$ cat config.mk
export PLATFORM = sky130hd
export DESIGN_NAME = decode_ctrl_stage
export DESIGN_NICKNAME = d
export VERILOG_FILES = /design/src/rtl/decode_ctrl_stage.sv
export SDC_FILE = /design/constraint.sdc
export NUM_CORES = 1
export LEC_CHECK = 0
export ABC_AREA = 1
export BUFFER_PORTS_ARGS = -buffer_cell sky130_fd_sc_hd__buf_2
export CAP_MARGIN = 20
export CELL_PAD_IN_SITES_DETAIL_PLACEMENT = 0
export CELL_PAD_IN_SITES_GLOBAL_PLACEMENT = 1
export CORE_MARGIN = 4
export CORE_UTILIZATION = 31
export DETAILED_ROUTE_END_ITERATION = 12
export GPL_TIMING_DRIVEN = 0
export HOLD_SLACK_MARGIN = 0.06
export PLACE_DENSITY = 0.86
export SYNTH_ARGS = -nofsm -noshare
export SYNTH_HDL_FRONTEND = slang
export SYNTH_SLANG_ARGS = --single-unit
$ cat constraint.sdc
create_clock -name clk -period 1.15 [get_ports clk]
set_input_delay 0 -clock clk [delete_from_list [all_inputs] [get_ports clk]]
set_output_delay 0 -clock clk [all_outputs]
set_load 0.01 [all_outputs]
$ cat src/rtl/decode_ctrl_stage.sv
// Registered RV32I decode/control stage with an ID/EX valid/ready register and flush.
// Optional load-use interlock is compiled in with `define LOAD_USE_STALL_EN.
module decode_ctrl_stage #(
    parameter int XLEN     = 32,
    parameter int ALU_OP_W = 4
) (
    input  logic                clk,
    input  logic                rst_n,
    input  logic                in_valid,
    output logic                in_ready,
    input  logic [31:0]         in_instr,
    input  logic [XLEN-1:0]     in_pc,
    input  logic                flush,
    output logic                out_valid,
    input  logic                out_ready,
    output logic [XLEN-1:0]     out_pc,
    output logic [4:0]          out_rs1,
    output logic [4:0]          out_rs2,
    output logic [4:0]          out_rd,
    output logic [XLEN-1:0]     out_imm,
    output logic [ALU_OP_W-1:0] out_alu_op,
    output logic                out_reg_write,
    output logic                out_op_b,
    output logic [1:0]          out_rd_sel,
    output logic [2:0]          out_imm_sel,
    output logic                out_func7_sel,
    output logic                out_mem_read,
    output logic                out_mem_write,
    output logic                out_branch,
    output logic                out_jump,
    output logic                out_illegal
);

    localparam logic [6:0] OP_R      = 7'b0110011;
    localparam logic [6:0] OP_I      = 7'b0010011;
    localparam logic [6:0] OP_LOAD   = 7'b0000011;
    localparam logic [6:0] OP_STORE  = 7'b0100011;
    localparam logic [6:0] OP_BRANCH = 7'b1100011;
    localparam logic [6:0] OP_JAL    = 7'b1101111;
    localparam logic [6:0] OP_JALR   = 7'b1100111;
    localparam logic [6:0] OP_LUI    = 7'b0110111;
    localparam logic [6:0] OP_AUIPC  = 7'b0010111;

    localparam logic [ALU_OP_W-1:0] ALU_ADD   = ALU_OP_W'(0);
    localparam logic [ALU_OP_W-1:0] ALU_SUB   = ALU_OP_W'(1);
    localparam logic [ALU_OP_W-1:0] ALU_SLL   = ALU_OP_W'(2);
    localparam logic [ALU_OP_W-1:0] ALU_SLT   = ALU_OP_W'(3);
    localparam logic [ALU_OP_W-1:0] ALU_SLTU  = ALU_OP_W'(4);
    localparam logic [ALU_OP_W-1:0] ALU_XOR   = ALU_OP_W'(5);
    localparam logic [ALU_OP_W-1:0] ALU_SRL   = ALU_OP_W'(6);
    localparam logic [ALU_OP_W-1:0] ALU_SRA   = ALU_OP_W'(7);
    localparam logic [ALU_OP_W-1:0] ALU_OR    = ALU_OP_W'(8);
    localparam logic [ALU_OP_W-1:0] ALU_AND   = ALU_OP_W'(9);
    localparam logic [ALU_OP_W-1:0] ALU_PASSB = ALU_OP_W'(10);

    typedef struct packed {
        logic [XLEN-1:0]     pc;
        logic [4:0]          rs1;
        logic [4:0]          rs2;
        logic [4:0]          rd;
        logic [XLEN-1:0]     imm;
        logic [ALU_OP_W-1:0] aluOp;
        logic                regWrite;
        logic                opB;
        logic [1:0]          rdSel;
        logic [2:0]          immSel;
        logic                func7Sel;
        logic                memRead;
        logic                memWrite;
        logic                branch;
        logic                jump;
        logic                illegal;
    } bundle_t;

    bundle_t bundle_d, bundle_q;
    logic    valid_d, valid_q;
    logic    accept;
    logic    hazard;

    logic [6:0]         opcode;
    logic [2:0]         funct3;
    logic signed [31:0] imm32;

    assign opcode = in_instr[6:0];
    assign funct3 = in_instr[14:12];

    // Shared funct3 mapping for R-type and I-ALU; alt selects SUB/SRA.
    function automatic logic [ALU_OP_W-1:0] aluFromFunct3(input logic [2:0] f3, input logic alt);
        case (f3)
            3'd0:    aluFromFunct3 = alt ? ALU_SUB : ALU_ADD;
            3'd1:    aluFromFunct3 = ALU_SLL;
            3'd2:    aluFromFunct3 = ALU_SLT;
            3'd3:    aluFromFunct3 = ALU_SLTU;
            3'd4:    aluFromFunct3 = ALU_XOR;
            3'd5:    aluFromFunct3 = alt ? ALU_SRA : ALU_SRL;
            3'd6:    aluFromFunct3 = ALU_OR;
            default: aluFromFunct3 = ALU_AND;
        endcase
    endfunction

    always_comb begin
        bundle_d     = '0;
        imm32        = '0;
        bundle_d.pc  = in_pc;
        bundle_d.rs1 = in_instr[19:15];
        bundle_d.rs2 = in_instr[24:20];
        bundle_d.rd  = in_instr[11:7];
        case (opcode)
            OP_R: begin
                bundle_d.aluOp    = aluFromFunct3(funct3, in_instr[30]);
                bundle_d.regWrite = 1'b1;
                bundle_d.func7Sel = 1'b1;
            end
            OP_I: begin
                imm32             = {{20{in_instr[31]}}, in_instr[31:20]};
                bundle_d.aluOp    = aluFromFunct3(funct3, (funct3 == 3'd5) && in_instr[30]);
                bundle_d.regWrite = 1'b1;
                bundle_d.opB      = 1'b1;
                bundle_d.func7Sel = (funct3 == 3'd5);
            end
            OP_LOAD: begin
                imm32             = {{20{in_instr[31]}}, in_instr[31:20]};
                bundle_d.aluOp    = ALU_ADD;
                bundle_d.regWrite = 1'b1;
                bundle_d.opB      = 1'b1;
                bundle_d.rdSel    = 2'd1;
                bundle_d.memRead  = 1'b1;
            end
            OP_STORE: begin
                imm32             = {{20{in_instr[31]}}, in_instr[31:25], in_instr[11:7]};
                bundle_d.aluOp    = ALU_ADD;
                bundle_d.opB      = 1'b1;
                bundle_d.immSel   = 3'd1;
                bundle_d.memWrite = 1'b1;
            end
            OP_BRANCH: begin
                imm32             = {{19{in_instr[31]}}, in_instr[31], in_instr[7],
                                     in_instr[30:25], in_instr[11:8], 1'b0};
                bundle_d.aluOp    = ALU_SUB;
                bundle_d.immSel   = 3'd2;
                bundle_d.branch   = 1'b1;
            end
            OP_JAL: begin
                imm32             = {{11{in_instr[31]}}, in_instr[31], in_instr[19:12],
                                     in_instr[20], in_instr[30:21], 1'b0};
                bundle_d.aluOp    = ALU_ADD;
                bundle_d.regWrite = 1'b1;
                bundle_d.opB      = 1'b1;
                bundle_d.rdSel    = 2'd2;
                bundle_d.immSel   = 3'd4;
                bundle_d.jump     = 1'b1;
            end
            OP_JALR: begin
                imm32             = {{20{in_instr[31]}}, in_instr[31:20]};
                bundle_d.aluOp    = ALU_ADD;
                bundle_d.regWrite = 1'b1;
                bundle_d.opB      = 1'b1;
                bundle_d.rdSel    = 2'd2;
                bundle_d.jump     = 1'b1;
            end
            OP_LUI: begin
                imm32             = {in_instr[31:12], 12'b0};
                bundle_d.aluOp    = ALU_PASSB;
                bundle_d.regWrite = 1'b1;
                bundle_d.opB      = 1'b1;
                bundle_d.immSel   = 3'd3;
            end
            OP_AUIPC: begin
                imm32             = {in_instr[31:12], 12'b0};
                bundle_d.aluOp    = ALU_ADD;
                bundle_d.regWrite = 1'b1;
                bundle_d.opB      = 1'b1;
                bundle_d.immSel   = 3'd3;
            end
            default: begin
                bundle_d.illegal  = 1'b1;
            end
        endcase
        bundle_d.imm = XLEN'(imm32);
    end

`ifdef LOAD_USE_STALL_EN
    // A load in the output register whose rd feeds the incoming instruction must drain first.
    logic usesRs2;
    assign usesRs2 = (opcode == OP_R) || (opcode == OP_STORE) || (opcode == OP_BRANCH);
    assign hazard  = valid_q && bundle_q.memRead && (bundle_q.rd != 5'd0) &&
                     ((in_instr[19:15] == bundle_q.rd) ||
                      (usesRs2 && (in_instr[24:20] == bundle_q.rd)));
`else
    assign hazard  = 1'b0;
`endif

    assign in_ready = (!valid_q || out_ready) && !hazard;
    assign accept   = in_valid && in_ready;

    always_comb begin
        valid_d = valid_q;
        if (flush)
            valid_d = 1'b0;
        else if (accept)
            valid_d = 1'b1;
        else if (out_ready)
            valid_d = 1'b0;
    end

    // Payload loads on every accept, even a flushed one; only valid is killed.
    always_ff @(posedge clk or negedge rst_n) begin
        if (!rst_n) begin
            valid_q  <= 1'b0;
            bundle_q <= '0;
        end else begin
            valid_q <= valid_d;
            if (accept)
                bundle_q <= bundle_d;
        end
    end

    assign out_valid     = valid_q;
    assign out_pc        = bundle_q.pc;
    assign out_rs1       = bundle_q.rs1;
    assign out_rs2       = bundle_q.rs2;
    assign out_rd        = bundle_q.rd;
    assign out_imm       = bundle_q.imm;
    assign out_alu_op    = bundle_q.aluOp;
    assign out_reg_write = bundle_q.regWrite;
    assign out_op_b      = bundle_q.opB;
    assign out_rd_sel    = bundle_q.rdSel;
    assign out_imm_sel   = bundle_q.immSel;
    assign out_func7_sel = bundle_q.func7Sel;
    assign out_mem_read  = bundle_q.memRead;
    assign out_mem_write = bundle_q.memWrite;
    assign out_branch    = bundle_q.branch;
    assign out_jump      = bundle_q.jump;
    assign out_illegal   = bundle_q.illegal;

endmodule
---- Word level (Yosys, flattened, before mapping) ----
Index checks and enable logic that the tools add are counted.
W data, S select, Z words.
operators by class
  muxes and demuxes ....................... 21
  equality and inequality tests ........... 15
  reduce and logical (&&, ||, !) cells .... 12
operators by type and width
  operator              count
  $pmux W32 S5          1
  $pmux W4 S7           2
  $eq A7 B6 Y1 const B  3
  $eq A7 B7 Y1 const B  3
  $pmux W4 S4           1
  $eq A7 B5 Y1 const B  2
  $mux W1               14
  $reduce_or A7 Y1      2
  $pmux W3 S4           1
  $eq A3 B3 Y1 const B  3
  $reduce_or A9 Y1      1
  $eq A7 B2 Y1 const B  1
  $eq A3 B2 Y1 const B  2
  $pmux W2 S2           1
  $reduce_or A2 Y1      2
  $eq A3 B1 Y1 const B  1
  $logic_not A3 Y1      1
  $reduce_bool A3 Y1    1
  $reduce_or A3 Y1      1
  $logic_and A1 B1 Y1   2
  $pmux W1 S2           1
  $logic_not A1 Y1      1
  $logic_or A1 B1 Y1    1
word-level totals
  output and inout port bits .............. 98
  register bits ........................... 97
  bits of input ports ..................... 69

---- Depth between registers and ports, before layout ----
Gate-level depths: netlist of the first run.
  depth in word-level cells ............... 5
  mapped depth ............................ 10
  depth with buffers taken out ............ 10

---- Worst setup path before layout of the first run ----
OpenSTA, ideal clock, no wires.
  path type ............................... reg2reg
  from .................................... register valid_q, in the netlist out_valid
  to ...................................... register bundle_q (netlist bit out_pc[16])
  stages on the path, launching flop included .. 7
  arrival time ............................ 1,205 ps
  period minus slack after synthesis ...... 1,322 ps
  data required time ...................... 1,033 ps
  setup slack ............................. -172 ps
  cells stage by stage .................... dfrtp_1 > a21oi_4 > inv_2 > buf_2 > clkbuf_1 > nand2_1 > nand2_1
on the way
  longest elaborated chain between the ends .. 3
ends and longest elaborated chain
  item                    RTL line  source
  start, declared         76        logic valid_d, valid_q;
  start signal, assigned  212       valid_q <= valid_d;
  $logic_not A1 Y1        193       assign in_ready = (!valid_q || out_ready) && !hazard;
  $logic_or A1 B1 Y1      193
  $logic_and A1 B1 Y1     194       assign accept = in_valid && in_ready;
  end signal, assigned    214       bundle_q <= bundle_d;
  end, declared           75        bundle_t bundle_d, bundle_q;
Every way passes these cells.
A chain may end at the register's enable or synchronous reset.

---- Worst setup path after layout of the first run ----
  from .................................... register valid_q, in the netlist out_valid
  to ...................................... register bundle_q (netlist bit out_pc[30])
Same word-level chain as after synthesis.

==> metrics list, run 1 <==
- The run finished, with violations left.
- The checks that failed: setup timing.
* Core occupancy in the finished layout: 0.5051
* Slowest cell delay on critical path: 0.41 ns
- The finished layout holds 969 standard cells, fillers aside.
- Data on the critical path is required at its endpoint by 1.38 ns.
- Entering global routing, the biggest net connects 57 pins.
- Setup violations remaining at the end of the flow were counted as 96.
* Overall via count from detail_route: 4239
* Antenna-violating nets left: 0
- Remaining design rule violation count: 0
- The cell family contributing the most delay on the critical path is buffers and inverters.
- The cell count after synthesis came out at 535.
* RR Endpoint: out_pc[30]
- In this run the static leakage power is 3.892 nW.
* Setup Crit Path Kind: register to register
- For this block, the initial DRC count from the detailed router was 237.
- The number of clock buffers added by TritonCTS is 9.
* Number of sinks handled by clock tree synthesis: 97
* Worst Setup Start Kind: register
* Hold Crit Start: in_instr[5]
- The final count of hold timing violations was 0.
- STA puts the critical path data arrival time at 1.53 ns.
- Across all setup checks in the final design, the least slack found is -0.1500 ns.
- Sequential-to-total area share from yosys stat: 0.5752
- Worst path most repeated cell: buf_12
- The critical path contains buffers and inverters numbering 4 combined.
- Number of maximum-capacitance constraint violations: 0
* Number of cells after detailed placement: 878
- No sink is reached through more buffers than the 2 on the longest clock path.
* Leading cell types by total area after synthesis: dfrtp_1 (58%), nand2_1 (28%), nand3_1 (2.7%), nor2_1 (1.9%), o21ai_0 (1.3%)
- Final hold analysis gives a worst-case slack of 0.08817 ns.
- Clk_skew: 0.005128 ns
- Number of I/O port buffers: 166
- Number of warning messages in the yosys log: 0
- Biggest area consumer among synthesized cells: dfrtp_1
- CTS placed an instance of clkbuf_16 at the clock tree root.
- In the routed layout, each cell is associated on average with a via count of 4.375.
- In this run the worst path has a maximum fanout of 8.
* Total number of H-tree levels: 3
- IR analysis of the VDD net gives a maximum drop of 539.9 µV.
- At the placement stage, the worst setup path has a slack of -0.5076 ns.
- Total power: 0.008297 W
* Cell-by-cell trace of the critical path: a21oi_4 > buf_12 > inv_8 > buf_12 > clkbuf_8 > nand2_2 > nand2_1
* Share of the synthesized area in the top cell type: 0.5752
- For this design the ratio of total power to cell area is 1236 nW/µm².
- The number of antenna diodes in the final layout is 0.
- Placed wire-length estimate after detailed placement: 9487 µm
* Core outline area: 13300 µm²
* Hold Path Sink: out_reg_write
- For this configuration, the core starts out at a cell density of 0.3174.
- Clock latency at the later pin of the worst-skew pair: 0.34 ns
- Final critical path time including I/O delays and setup: 1.300 ns
- Dividing the detail-routed wire length by the instance count gives 14.39 µm.
- For this run, the total global-route usage over all layers was measured as 0.1806.
- Standard-cell rows: 42
- Number of cells on the worst hold path: 4
- In the finished design, the share of the clock period the worst path needs comes to 1.130.
- TritonCTS built the clock tree.
- The final number of max-transition violations was 0.
* Fraction of final layout cells sized beyond drive strength 1: 0.3544
- The tightest min-delay check is of the input pin to register type.
- Total nets after synthesis: 604
* Total congestion overflow: 0
- Slew @ Worst Pin: 0.5892 ns
* Number of global-route vias before repair: 4263
* Post-synthesis instance area: 4220 µm²
* R2R cell count: 7
* #FFs+latches synth: 97
- Average size of a mapped cell: 7.888 µm²
- The die covers 15550 µm².
- RSZ-0062 raised after global routing: yes
- Clock-pin slew on the worst setup and hold paths: 0.06 ns
- The initial antenna violation count was 0.
- During I/O placement, the number of pins put on the boundary was 167.
- From synthesis to final layout, the design area changed by 59.12%.
- Number of nets in the final layout: 858
- Max Fclk: 769.3 MHz
- Worst R2R Start: out_valid
- Drt total wl: 13950 µm
- From left edge to right edge, the die measures 124.7 µm.
- Gpl congestion: 0.7951
- Height of the chip: 124.7 µm
- Slew headroom: 0.6072
* Slowest cell on crit path: dfrtp_1
* Internal reg-to-reg setup slack: -0.15 ns
* Crit path capture type: register
* Count of unique library cells instantiated by Yosys: 22
- Wire length of the first global-routing pass: 22780 µm
* Initial DRT Pass Iterations: 6
## how the worst max path moves through the flow
stage,from,endpoint,slack [ns],cells after the start
final,out_valid,out_pc[30],-0.15,7
after global routing,out_valid,out_pc[21],-0.21,7
after CTS,out_valid,out_rd[4],-0.17,7
after detailed placement,out_valid,out_rd_sel[1],-0.51,4
after global placement,rst_n,out_rs1[0],-1.01,1
after floorplan,out_valid,out_pc[16],-0.07,6
## power breakdown
part           total [W]  leakage (nW)  switching (W)  internal (W)
logic            0.00157          2.50       0.000830      0.000743
clock network    0.00291         0.139        0.00125       0.00166
registers        0.00381          1.26       0.000151       0.00366
total            0.00830          3.89        0.00223       0.00607
## area by class of cell
class                      count  area, µm²
clock inverter                 4      45.04
tap                          176      220.2
timing repair buffer         243       1692
inverter                      21      86.33
fill                        1266       6580
clock buffer                  11      232.7
multi-input combinational    395       1767
buffer                        22      245.2
sequential                    97       2427
## per-layer routing
| layer | GRT usage | routed length, µm | part of all wire | vias up |
|---|---|---|---|---|
| met5 | 0 | 0 | 0 | - |
| met4 | 0.05996 | 308 | 0.022 | 0 |
| met3 | 0.03902 | 709 | 0.051 | 25 |
| met2 | 0.2926 | 6527 | 0.47 | 135 |
| met1 | 0.2406 | 6398 | 0.46 | 1936 |
| li1 | - | - | - | 2143 |
## cells in the mapped netlist
library cell and count:
nand2_1 315, dfrtp_1 97, nand3_1 23, nor2_1 21
inv_1 14, clkbuf_1 12, o21ai_0 11, buf_2 8
inv_2 7, a21oi_1 6, nand2_2 5, nor2_2 3
a31oi_1 2, buf_6 2, nand3_2 2, a21oi_4 1
nand2_4 1, nand3b_1 1, nand4_1 1, nor2_4 1
nor3_1 1, o21ai_1 1
## metrics by stage
stage	TNS, ns	area (µm²)
2_1_floorplan	-3.158	4262
3_5_place_dp	-33.98	5343
6_report	-8.313	6715
5_1_grt	-14.82	6715
3_3_place_gp	-128.71	5313
4_1_cts	-11.11	6546
## worst min-delay path, stage by stage
cell and delay [ns]:
buf_2 0.14, nand2_4 0.08, nand3_1 0.10, a21oi_1 0.07
## state kept, by name, indices dropped and copies added, names as in the netlist, 2 cells and up
| signal | count |
|---|---|
| out_pc | 32 |
| out_imm | 32 |
| out_rd_sel | 2 |
| out_imm_sel | 3 |
| out_rs2 | 5 |
| out_rd | 5 |
| out_rs1 | 5 |
| out_alu_op | 4 |
## cell usage in the layout (no fill, tap or decap), types with 2 or more instances in the layout
| master | count |
|---|---|
| dfrtp_1 | 97 |
| nand2_4 | 3 |
| clkbuf_16 | 13 |
| nor2_4 | 2 |
| o21ai_0 | 4 |
| nand2_1 | 284 |
| clkbuf_8 | 2 |
| nor2_2 | 7 |
| dlygate4sd3_1 | 64 |
| a21oi_1 | 2 |
| nand3_1 | 18 |
| buf_2 | 168 |
| inv_2 | 6 |
| clkinv_2 | 3 |
| nand2_2 | 34 |
| clkbuf_2 | 2 |
| a21oi_2 | 4 |
| clkbuf_4 | 4 |
| nand3_2 | 7 |
| buf_6 | 8 |
| clkbuf_1 | 2 |
| buf_4 | 5 |
| a31oi_1 | 2 |
| inv_1 | 14 |
| buf_12 | 2 |
| o21ai_1 | 6 |
| buf_8 | 4 |
| nor2_1 | 16 |
## kinds of logic after synthesis
kind of cell,after synthesis,synth area share
simple gates,374,0.3525
compound gates,21,0.02816
buf+inv,43,0.04417
flops,97,0.5752
## what timing repair did
item,in CTS,in global routing
buffers inserted,6,1
hold buffers,64,0
gates cloned,3,2
endpoints found under the setup margin,96,96
endpoints found under the hold margin,125,0
gates resized for setup,59,40
pin swaps,6,11
Power figures use the tool's default switching activity.
==> run 2: changes to the inputs <==
PLACE_DENSITY = unset   (was 0.86)
PLACE_DENSITY_LB_ADDON = 0.3   (was unset)
==> metrics list, run 2 (same netlist as run 1, synthesis figures left out) <==
- After detailed routing, no signal wire sits above met4.
- Antenna-violating nets left: 0 (unchanged)
* Buffer cell driving the clock tree root: clkbuf_16
- Number of maximum-capacitance constraint violations: 0 (unchanged)
* Routed length per instance: 14.17 µm (-1.6%)
* Number of primary I/O pins: 167 (unchanged)
- The first-iteration detailed-routing DRC count came to 216 (-8.9%).
- The number of stages on the worst hold path is 4 (unchanged).
- The count of vias placed by the detailed router came to 4295 (+1.3%).
- The power consumption was 0.008649 W (+4.2%).
* Fraction of final layout cells sized beyond drive strength 1: 0.3135 (-0.04082)
- The wire length of the first global-routing pass came to 22620 µm (-0.72%).
- The routability-driven placement congestion ratio came to 0.7971 (+0.25%).
- Count of buffering cells on the critical path with inverters included: 4 (unchanged)
* Critical path depth: 7 (unchanged)
- The library cells used most frequently in the layout, excluding fill and tap cells, are nand2_1 (308), buf_2 (166), dfrtp_1 (97).
- Crit path capture type: register
* Clock buffers created by TritonCTS: 9 (unchanged)
- Clock-pin slew on the worst setup and hold paths: 0.07 ns (about the same)
* Met2 wire length: 6334 µm (-3.0%)
- Worst Setup Start Kind: register
- The final-report setup violation count came to 91 (-5.2%).
- The total overflow reported by the global router is 0 (unchanged).
* Leakage power of the design: 3.900 nW (+0.20%)
- Internal reg-to-reg setup slack: -0.12 ns (+0.03 ns)
- The cell count of the worst reg-to-reg path was 7 (unchanged).
* RSZ-0062 raised after global routing: yes
- Met1 layer wirelength in the final routing: 6318 µm (-1.3%)
- The worst setup timing slack at the placement stage is -0.4581 ns (+0.04954 ns).
- The fraction of the cycle the final worst path needs came to 1.104 (-0.02622).
- Remaining design rule violation count: 0 (unchanged)
- From synthesis to final layout, the design area changed by 58.11%.
- The library cell used most frequently in the layout, excluding fill and tap cells, is nand2_1.
- The floorplan die area was 15550 µm² (unchanged).
- Setup TNS: -5.414 ns (+2.898 ns)
* Number of sinks handled by clock tree synthesis: 97 (unchanged)
* Chip Width: 124.7 µm (unchanged)
- The clock latency of the later-clocked register in the worst-skew pair came to 0.34 ns (about the same).
- Initial DRT Pass Iterations: 5 (-1)
- The initial antenna violation count is 0 (unchanged).
* Largest delay contributor family on the critical path: buffers and inverters
- Final critical path time including I/O delays and setup: 1.270 ns (-0.03016 ns)
* Core outline area: 13300 µm² (unchanged)
- Max Fclk: 787.5 MHz (+2.4%)
- CTS tree: built
* Average via count per standard cell: 4.442 (+1.5%)
* Pin count of the biggest net entering global routing: 57 (unchanged)
- The worst endpoint required time came to 1.37 ns (about the same).
- The cell row count is 42 (unchanged).
* Initial standard-cell utilization of the core: 0.3174 (unchanged)
- The quantity of I/O buffers inserted on ports was 166 (unchanged).
- The detailed placer's ending HPWL is 9520 µm (+0.35%).
* Violated checks: setup timing
- Drt total wl: 13700 µm (-1.8%)
* Slew @ Worst Pin: 0.5869 ns (-0.002284 ns)
- The total number of H-tree levels is 3 (unchanged).
- Antenna cells: 0 (unchanged)
- Cell-by-cell trace of the critical path: a21oi_4 > buf_6 > inv_8 > buf_12 > buf_6 > nand2_1 > nand2_1
- The highest ir drop seen on vdd came to 645.4 µV (+20%).
- Data arrival time of the critical path: 1.49 ns (-0.04 ns)
- Max-slew violation total from the final report: 0 (unchanged)
* Clk_skew: 0.008466 ns (+0.003338 ns)
* Met3 layer wire length in the routed design: 863 µm (+22%)
* Setup Crit Path Kind: register to register
- Global-route usage over all layers: 0.1800 (-0.0006191)
- The number of buffers between clock root and the deepest sink was 2 (unchanged).
* Slew headroom: 0.6087 (+0.001523)
* Result of the run: finished, violations left
- Power density normalized to cell area: 1296 nW/µm² (+4.9%)
- On the critical path, the stage with the largest delay is an instance of dfrtp_1.
* Number of nets in the final layout: 856 (-0.23%)
- The height of the chip is 124.7 µm (unchanged).
- Maximum fanout along the worst path: 10 (+2)
- Final setup slack of the worst path: -0.1198 ns (+0.03016 ns)
- The final count of hold timing violations was 0 (unchanged).
- The hold slack is 0.08391 ns (-0.004259 ns).
- The longest individual stage delay on the worst path came to 0.41 ns (about the same).
- Kind of path behind the tightest hold check: input pin to register
- The number of global-route vias before repair is 4351 (+2.1%).
[run 2: cell count changes in the layout (fill, tap and decap cells not counted), sizes merged]
cell	change
clkinv	-3
bufinv	+1
[run 2: routing by layer]
metal  up-vias  track usage
met5         -            0
met4         0      0.05738
met3        14      0.04717
met2       138       0.2904
met1      1990       0.2366
li1       2153            -
[run 2: power by group]
part	switching (W)	total (W)	internal [W]
clock	0.00125	0.00332	0.00207
combinational	0.000808	0.00153	0.000724
sequential	0.000136	0.00380	0.00366
[run 2: what timing repair did]
action	in CTS	in global routing
pin swaps	4	3
buffers inserted	5	0
gates cloned	4	1
endpoints found under the hold margin	126	0
hold buffers	64	0
resized for setup	50	18
setup endpoints to repair	96	96
[run 2: worst paths after layout]
path	start	end
max in group asynchronous	rst_n	out_imm[21]
worst min register to register	out_pc[15]	out_pc[15]
worst min-delay path	in_instr[6]	out_mem_write
min in group asynchronous	rst_n	out_pc[21]
worst max register to register	out_valid	out_pc[13]
worst max-delay path	out_valid	out_pc[13]
[run 2: layout make-up]
type | count | area (µm²)
Buffer | 22 | 252.7
Clock inverter | 2 | 60.06
Sequential cell | 97 | 2427
Multi-Input combinational cell | 395 | 1684
Fill cell | 1284 | 6623
Clock buffer | 13 | 270.3
Tap cell | 176 | 220.2
Timing Repair Buffer | 241 | 1672
Inverter | 21 | 86.33
[run 2: worst register-to-register path: cells and delay by family (launching register included)]
| kind | cells | cell delay [ns] |
|---|---|---|
| compound gates | 1 | 0.16 |
| simple gates | 2 | 0.11 |
| flops | 1 | 0.41 |
| buf+inv | 4 | 0.48 |
[run 2: stage by stage]
step | cell area (µm²) | cells | utilization
after floorplan | 4262 | 535 | -
after detailed placement | 5343 | 878 | 0.4018
after global placement | 5313 | 877 | 0.3996
final | 6673 | 967 | 0.5019
after global routing | 6673 | 967 | 0.5019
after CTS | 6606 | 966 | 0.4969
